File: src/rtl/mipi_csi_packet_encoder.sv
// CSI-2 long-packet builder for a 4-lane link, running on the MIPI byte clock.
// It emits the sync word, the header with ECC, the payload, the CRC-16 footer and
// then a forced idle gap. Lane 0 is carried in data_o[7:0] and lane 3 in data_o[31:24].
// Build option: define MIPI_CSI_ENCODER_CRC_EN to put the payload CRC-16 in the footer.
// Without it the footer CRC bytes are zero. Timing is the same in both builds.
module mipi_csi_packet_encoder #(
  parameter int unsigned LANES      = 4,
  parameter int unsigned GAP_CYCLES = 8
) (
  input  logic                 clk_i,
  input  logic                 reset_n_i,
  input  logic                 start_i,
  input  logic [7:0]           data_type_i,
  input  logic [15:0]          word_count_i,
  output logic                 ready_o,
  input  logic                 payload_valid_i,
  input  logic [8*LANES-1:0]   payload_i,
  output logic                 payload_ready_o,
  output logic                 output_valid_o,
  output logic [8*LANES-1:0]   data_o,
  output logic                 busy_o,
  output logic                 error_o
);

  typedef enum logic [2:0] {
    StIdle,
    StSync,
    StHeader,
    StPayload,
    StFooter,
    StGap
  } state_e;

  localparam logic [8*LANES-1:0] SyncWord = {LANES{8'hB8}};

  state_e             state_q, state_d;
  logic [7:0]         di_q, di_d;
  logic [15:0]        wc_q, wc_d;
  logic [13:0]        pay_cnt_q, pay_cnt_d;
  logic [7:0]         gap_cnt_q, gap_cnt_d;
  logic [8*LANES-1:0] data_q, data_d;
  logic               valid_q, valid_d;
  logic               error_q, error_d;
  logic [8*LANES-1:0] pay_word;
  logic [15:0]        footer_crc;

  // CSI-2 header ECC: six Hamming parity bits over {WC, DI}, where d[0] is DI bit 0.
  function automatic logic [5:0] ecc6(input logic [23:0] d);
    logic [5:0] p;
    p[0] = d[0] ^ d[1] ^ d[2] ^ d[4] ^ d[5] ^ d[7] ^ d[10] ^ d[11] ^ d[13] ^ d[16] ^
           d[20] ^ d[21] ^ d[22] ^ d[23];
    p[1] = d[0] ^ d[1] ^ d[3] ^ d[4] ^ d[6] ^ d[8] ^ d[10] ^ d[12] ^ d[14] ^ d[17] ^
           d[20] ^ d[21] ^ d[22] ^ d[23];
    p[2] = d[0] ^ d[2] ^ d[3] ^ d[5] ^ d[6] ^ d[9] ^ d[11] ^ d[12] ^ d[15] ^ d[18] ^
           d[20] ^ d[21] ^ d[22];
    p[3] = d[1] ^ d[2] ^ d[3] ^ d[7] ^ d[8] ^ d[9] ^ d[13] ^ d[14] ^ d[15] ^ d[19] ^
           d[20] ^ d[21] ^ d[23];
    p[4] = d[4] ^ d[5] ^ d[6] ^ d[7] ^ d[8] ^ d[9] ^ d[16] ^ d[17] ^ d[18] ^ d[19] ^
           d[20] ^ d[22] ^ d[23];
    p[5] = d[10] ^ d[11] ^ d[12] ^ d[13] ^ d[14] ^ d[15] ^ d[16] ^ d[17] ^ d[18] ^
           d[19] ^ d[21] ^ d[22] ^ d[23];
    return p;
  endfunction

`ifdef MIPI_CSI_ENCODER_CRC_EN
  logic [15:0] crc_q, crc_d;

  // Reflected CRC-16 (0x8408). Bit 0 of lane 0 goes in first, lane 3 goes in last.
  function automatic logic [15:0] crc_fold(input logic [15:0] crc,
                                           input logic [8*LANES-1:0] word);
    logic [15:0] c;
    c = crc;
    for (int i = 0; i < 8 * LANES; i++) begin
      c = (c[0] ^ word[i]) ? ((c >> 1) ^ 16'h8408) : (c >> 1);
    end
    return c;
  endfunction

  assign footer_crc = crc_q;
`else
  assign footer_crc = 16'h0000;
`endif

  // When the source underruns, the slot is zero-filled so that the packet length stays fixed.
  assign pay_word = payload_valid_i ? payload_i : '0;

  // Next-state logic for the sequencer, the counters and the registered output word.
  always_comb begin
    state_d   = state_q;
    di_d      = di_q;
    wc_d      = wc_q;
    pay_cnt_d = pay_cnt_q;
    gap_cnt_d = gap_cnt_q;
    data_d    = '0;
    valid_d   = 1'b0;
    error_d   = 1'b0;
`ifdef MIPI_CSI_ENCODER_CRC_EN
    crc_d     = crc_q;
`endif
    case (state_q)
      StIdle: begin
        if (start_i) begin
          if (word_count_i[1:0] == 2'b00) begin
            di_d      = data_type_i;
            wc_d      = word_count_i;
            pay_cnt_d = word_count_i[15:2];
`ifdef MIPI_CSI_ENCODER_CRC_EN
            crc_d     = 16'hFFFF;
`endif
            state_d   = StSync;
          end else begin
            error_d = 1'b1;
          end
        end
      end
      StSync: begin
        data_d  = SyncWord;
        valid_d = 1'b1;
        state_d = StHeader;
      end
      StHeader: begin
        data_d  = {2'b00, ecc6({wc_q, di_q}), wc_q, di_q};
        valid_d = 1'b1;
        state_d = (pay_cnt_q == 14'd0) ? StFooter : StPayload;
      end
      StPayload: begin
        data_d    = pay_word;
        valid_d   = 1'b1;
        error_d   = ~payload_valid_i;
        pay_cnt_d = pay_cnt_q - 14'd1;
`ifdef MIPI_CSI_ENCODER_CRC_EN
        crc_d     = crc_fold(crc_q, pay_word);
`endif
        if (pay_cnt_q == 14'd1) begin
          state_d = StFooter;
        end
      end
      StFooter: begin
        data_d    = {16'h0000, footer_crc};
        valid_d   = 1'b1;
        gap_cnt_d = 8'(GAP_CYCLES - 1);
        state_d   = StGap;
      end
      StGap: begin
        if (gap_cnt_q == 8'd0) begin
          state_d = StIdle;
        end else begin
          gap_cnt_d = gap_cnt_q - 8'd1;
        end
      end
      default: state_d = StIdle;
    endcase
  end

  // State and output registers. The synchronous reset also aborts a packet in flight.
  always_ff @(posedge clk_i) begin
    if (!reset_n_i) begin
      state_q   <= StIdle;
      di_q      <= '0;
      wc_q      <= '0;
      pay_cnt_q <= '0;
      gap_cnt_q <= '0;
      data_q    <= '0;
      valid_q   <= 1'b0;
      error_q   <= 1'b0;
`ifdef MIPI_CSI_ENCODER_CRC_EN
      crc_q     <= 16'hFFFF;
`endif
    end else begin
      state_q   <= state_d;
      di_q      <= di_d;
      wc_q      <= wc_d;
      pay_cnt_q <= pay_cnt_d;
      gap_cnt_q <= gap_cnt_d;
      data_q    <= data_d;
      valid_q   <= valid_d;
      error_q   <= error_d;
`ifdef MIPI_CSI_ENCODER_CRC_EN
      crc_q     <= crc_d;
`endif
    end
  end

  assign ready_o         = (state_q == StIdle);
  assign payload_ready_o = (state_q == StPayload);
  assign busy_o          = (state_q != StIdle);
  assign output_valid_o  = valid_q;
  assign data_o          = data_q;
  assign error_o         = error_q;

endmodule
File: config.mk
export PLATFORM = sky130hd
export DESIGN_NAME = mipi_csi_packet_encoder
export DESIGN_NICKNAME = d
export VERILOG_FILES = /design/src/rtl/mipi_csi_packet_encoder.sv
export SDC_FILE = /design/constraint.sdc
export NUM_CORES = 1
export LEC_CHECK = 0
export ABC_AREA = 1
export BUFFER_PORTS_ARGS = -buffer_cell sky130_fd_sc_hd__buf_2
export CAP_MARGIN = 0
export CORE_ASPECT_RATIO = 0.5
export CORE_UTILIZATION = 45
export DETAILED_ROUTE_END_ITERATION = 10
export GPL_TIMING_DRIVEN = 1
export PLACE_DENSITY = 0.67
export SLEW_MARGIN = 20
export SYNTH_ARGS = -nofsm -noshare
export SYNTH_HDL_FRONTEND = slang
export SYNTH_SLANG_ARGS = --single-unit
File: constraint.sdc
create_clock -name clk_i -period 4.35 [get_ports clk_i]
set_input_delay 0.6525 -clock clk_i [delete_from_list [all_inputs] [get_ports clk_i]]
set_output_delay 0.6525 -clock clk_i [all_outputs]
set_load 0.02 [all_outputs]
==> metrics.md <==
| Metric | Value |
|---|---|
| Status | `complete, no violations` |
| Place WS | `1.92 ns` |
| Clock root buffer | `clkbuf_16` |
| First-pass detailed-route iteration total | `5` |
| Ys flop type | `dfxtp_1` |
| Chip width | `148 um` |
| Worst path required time | `3.70 ns` |
| HPWL Detailed | `9.59 mm` |
| Type of the worst min-delay path | `reg -> reg` |
| Fin nets | `903` |
| Post-DP Area | `0.00528 mm2` |
| Clock tree buffer depth | `2` |
| Routed via count | `4868` |
| Final worst path period need | `2.70 ns` |
| Diode count | `0` |
| Site row count | `26` |
| Hold-fix buffers, CTS | `0` |
| # fillers | `1096` |
| Initial drt markers | `280` |
| Vias per cell | `4.95` |
| Fmax | `370 MHz` |
| Global-route wire length before repair | `19.9 mm` |
| CP arrival | `2.05 ns` |
| Most common cell after layout, fill and taps aside | `nand2_1` |
| CTS H-tree depth | `3` |
| Crit-path max FO | `23` |
| TritonCTS clock tree | `built` |
| Setup Fix Bufs, Post-CTS | `0` |
| All-layer global routing usage | `23.2%` |
| Final Setup Violations | `0` |
| Number of clock sinks | `83` |
| Yosys warning count | `0` |
| WS Path Type | `reg -> out` |
| Design area | `0.00562 mm2` |
| CTS Buf Count | `9` |
| Post-CTS sizing | `0` |
| Core area | `0.0103 mm2` |
| Slew Viols, Final | `0` |
| GPL Wtd Cong | `0.917` |
| Initial antenna violation count | `0` |
| Die Y-Extent | `75.0 um` |
| Power per cell area | `527 mW/mm2` |
| Maximum vdd drop | `0.227 mV` |
| Critical Path Max Stage Delay | `0.54 ns` |
| Number of global-route vias before repair | `4190` |
| Max cap viols | `0` |
| Synthesized area per cell | `6.27 um2` |
| Syn-to-layout area delta | `17.1%` |
| Post-Syn Instances | `765` |
| Hold WS | `0.469 ns` |
| Buffers & Inverters on Critical Path | `2` |
| Clock transition at path regs | `0.07 ns` |
| Worst Clk Skew | `0.00924 ns` |
| Crit start category | `register` |
| Layout cell share with drive strength beyond 1 | `15.5%` |
| Final ANT Viol Nets | `0` |
| CP Cell Sequence | `nand3_2 > inv_1 > buf_2` |
| Normalized max-slew margin | `35.2%` |
| Wire length per cell | `12.7 um` |
| Inst Count DP | `968` |
| Post-synth EDFFs | `0` |
| Final Hold Viols | `0` |
| Seq cells post-synth | `83` |
| Die area | `0.0111 mm2` |
| Grt ovf | `0` |
| Worst-Margin Slew | `0.966 ns` |
| RSZ-0062 raised after global routing | `no` |
| IO buf count | `96` |
| Cell area after synthesis | `0.00480 mm2` |
| Remaining DRCs | `0` |
| Commonest cells after routing, fill and taps aside | `245 x nand2_1, 99 x inv_1, 96 x buf_2` |
| Register-to-Register Setup Slack | `2.19 ns` |
| Worst skew pair latency | `0.35 ns` |
| Crit. End Element | `output pin` |
| Critical Path Slowest Stage Cell | `inv_1` |
| Crit-path leading delay family | `buffers and inverters` |
| WL final | `12.5 mm` |
| Setup WS post-layout | `1.65 ns` |
| Period utilization | `62.2%` |
| Final TNS setup | `0 ns` |
| P_leak | `2.84 nW` |
| Seq/Total Area, Yosys | `34.6%` |
| Initial Utilization | `46.7%` |
| Largest net degree at the start of global routing | `45` |
| Io pins | `97` |
| Fin cells | `984` |
| Mapped Nets | `829` |
| Post-synth ARST share | `0%` |
| Netlist cell types | `35` |
-- sequential cells by signal, indices dropped and copies added (netlist names) --
register / count
wc_q: 16
gap_cnt_q: 8
error_o: 1
state_q: 3
pay_cnt_q: 14
output_valid_o: 1
di_q: 8
data_o: 32
-- cells in the mapped netlist, drive strengths merged (3+ instances only) --
library cell    n  area share (%)
clkbuf         15             1.3
a211oi          3            0.47
inv           103             8.1
ha              4             1.0
a21oi          60             6.3
nand2         249              20
nand3          53             5.6
xnor2          14             2.6
nor3            8             1.0
xor2           14             2.6
nand4           4            0.52
o21ai          73             7.8
nor2           51             4.4
a31oi           5            0.65
dfxtp          83              35
buf            19             2.4
-- final cells by class --
cell class                      count  area [um2]  area share (%)
Tap cell                          140         175            3.12
Clock buffer                       11         243            4.32
Inverter                          104         390            6.95
Multi-Input combinational cell    544        2570            45.8
Timing Repair Buffer               97         488            8.69
Sequential cell                    83        1660            29.6
Clock inverter                      5        85.1            1.51
-- logic make-up after synthesis --
kind of cell | synth area share [%]
compound gates | 15.5
xor+xnor | 5.11
fa+ha+maj | 1.04
buf+inv | 11.9
flops | 34.6
simple gates | 31.9
-- path summary, 6_finish.rpt --
kind                                         to  cells after the start          start
worst min register to register    pay_cnt_q[13]                      2  pay_cnt_q[13]
worst max register to register       state_q[2]                      7     state_q[1]
worst min-delay path              pay_cnt_q[13]                      2  pay_cnt_q[13]
worst max-delay path            payload_ready_o                      3     state_q[1]
-- stage by stage --
stage,power (W),util (%)
floorplan,0.00186,-
global placement,0.00211,51.4
detailed placement,0.00213,51.4
CTS,0.00297,54.6
global route,0.00318,54.6
finish,0.00296,54.6
-- worst min-delay path, stage by stage, from the launching register on --
cell and delay, ns:
dfxtp_1 0.31, nand2_1 0.06, a21oi_1 0.06
-- layer usage --
metal  vias to the layer above  track usage (%)  routed length (um)
met5                         -                0                   0
met1                      2181             30.0                6120
met4                         0             6.53                 154
met3                        14             4.79                 580
li1                       2560                -                   -
met2                       113             40.0                5610
-- where the power goes --
group | leakage (nW) | switching (W) | total [W] | internal (W)
Clock | 0.156 | 0.000311 | 0.000833 | 0.000522
Sequential | 0.674 | 0.000101 | 0.000981 | 0.000880
Combinational | 2.01 | 0.000761 | 0.00115 | 0.000387
Note: power is estimated with default switching activity, not from simulation.
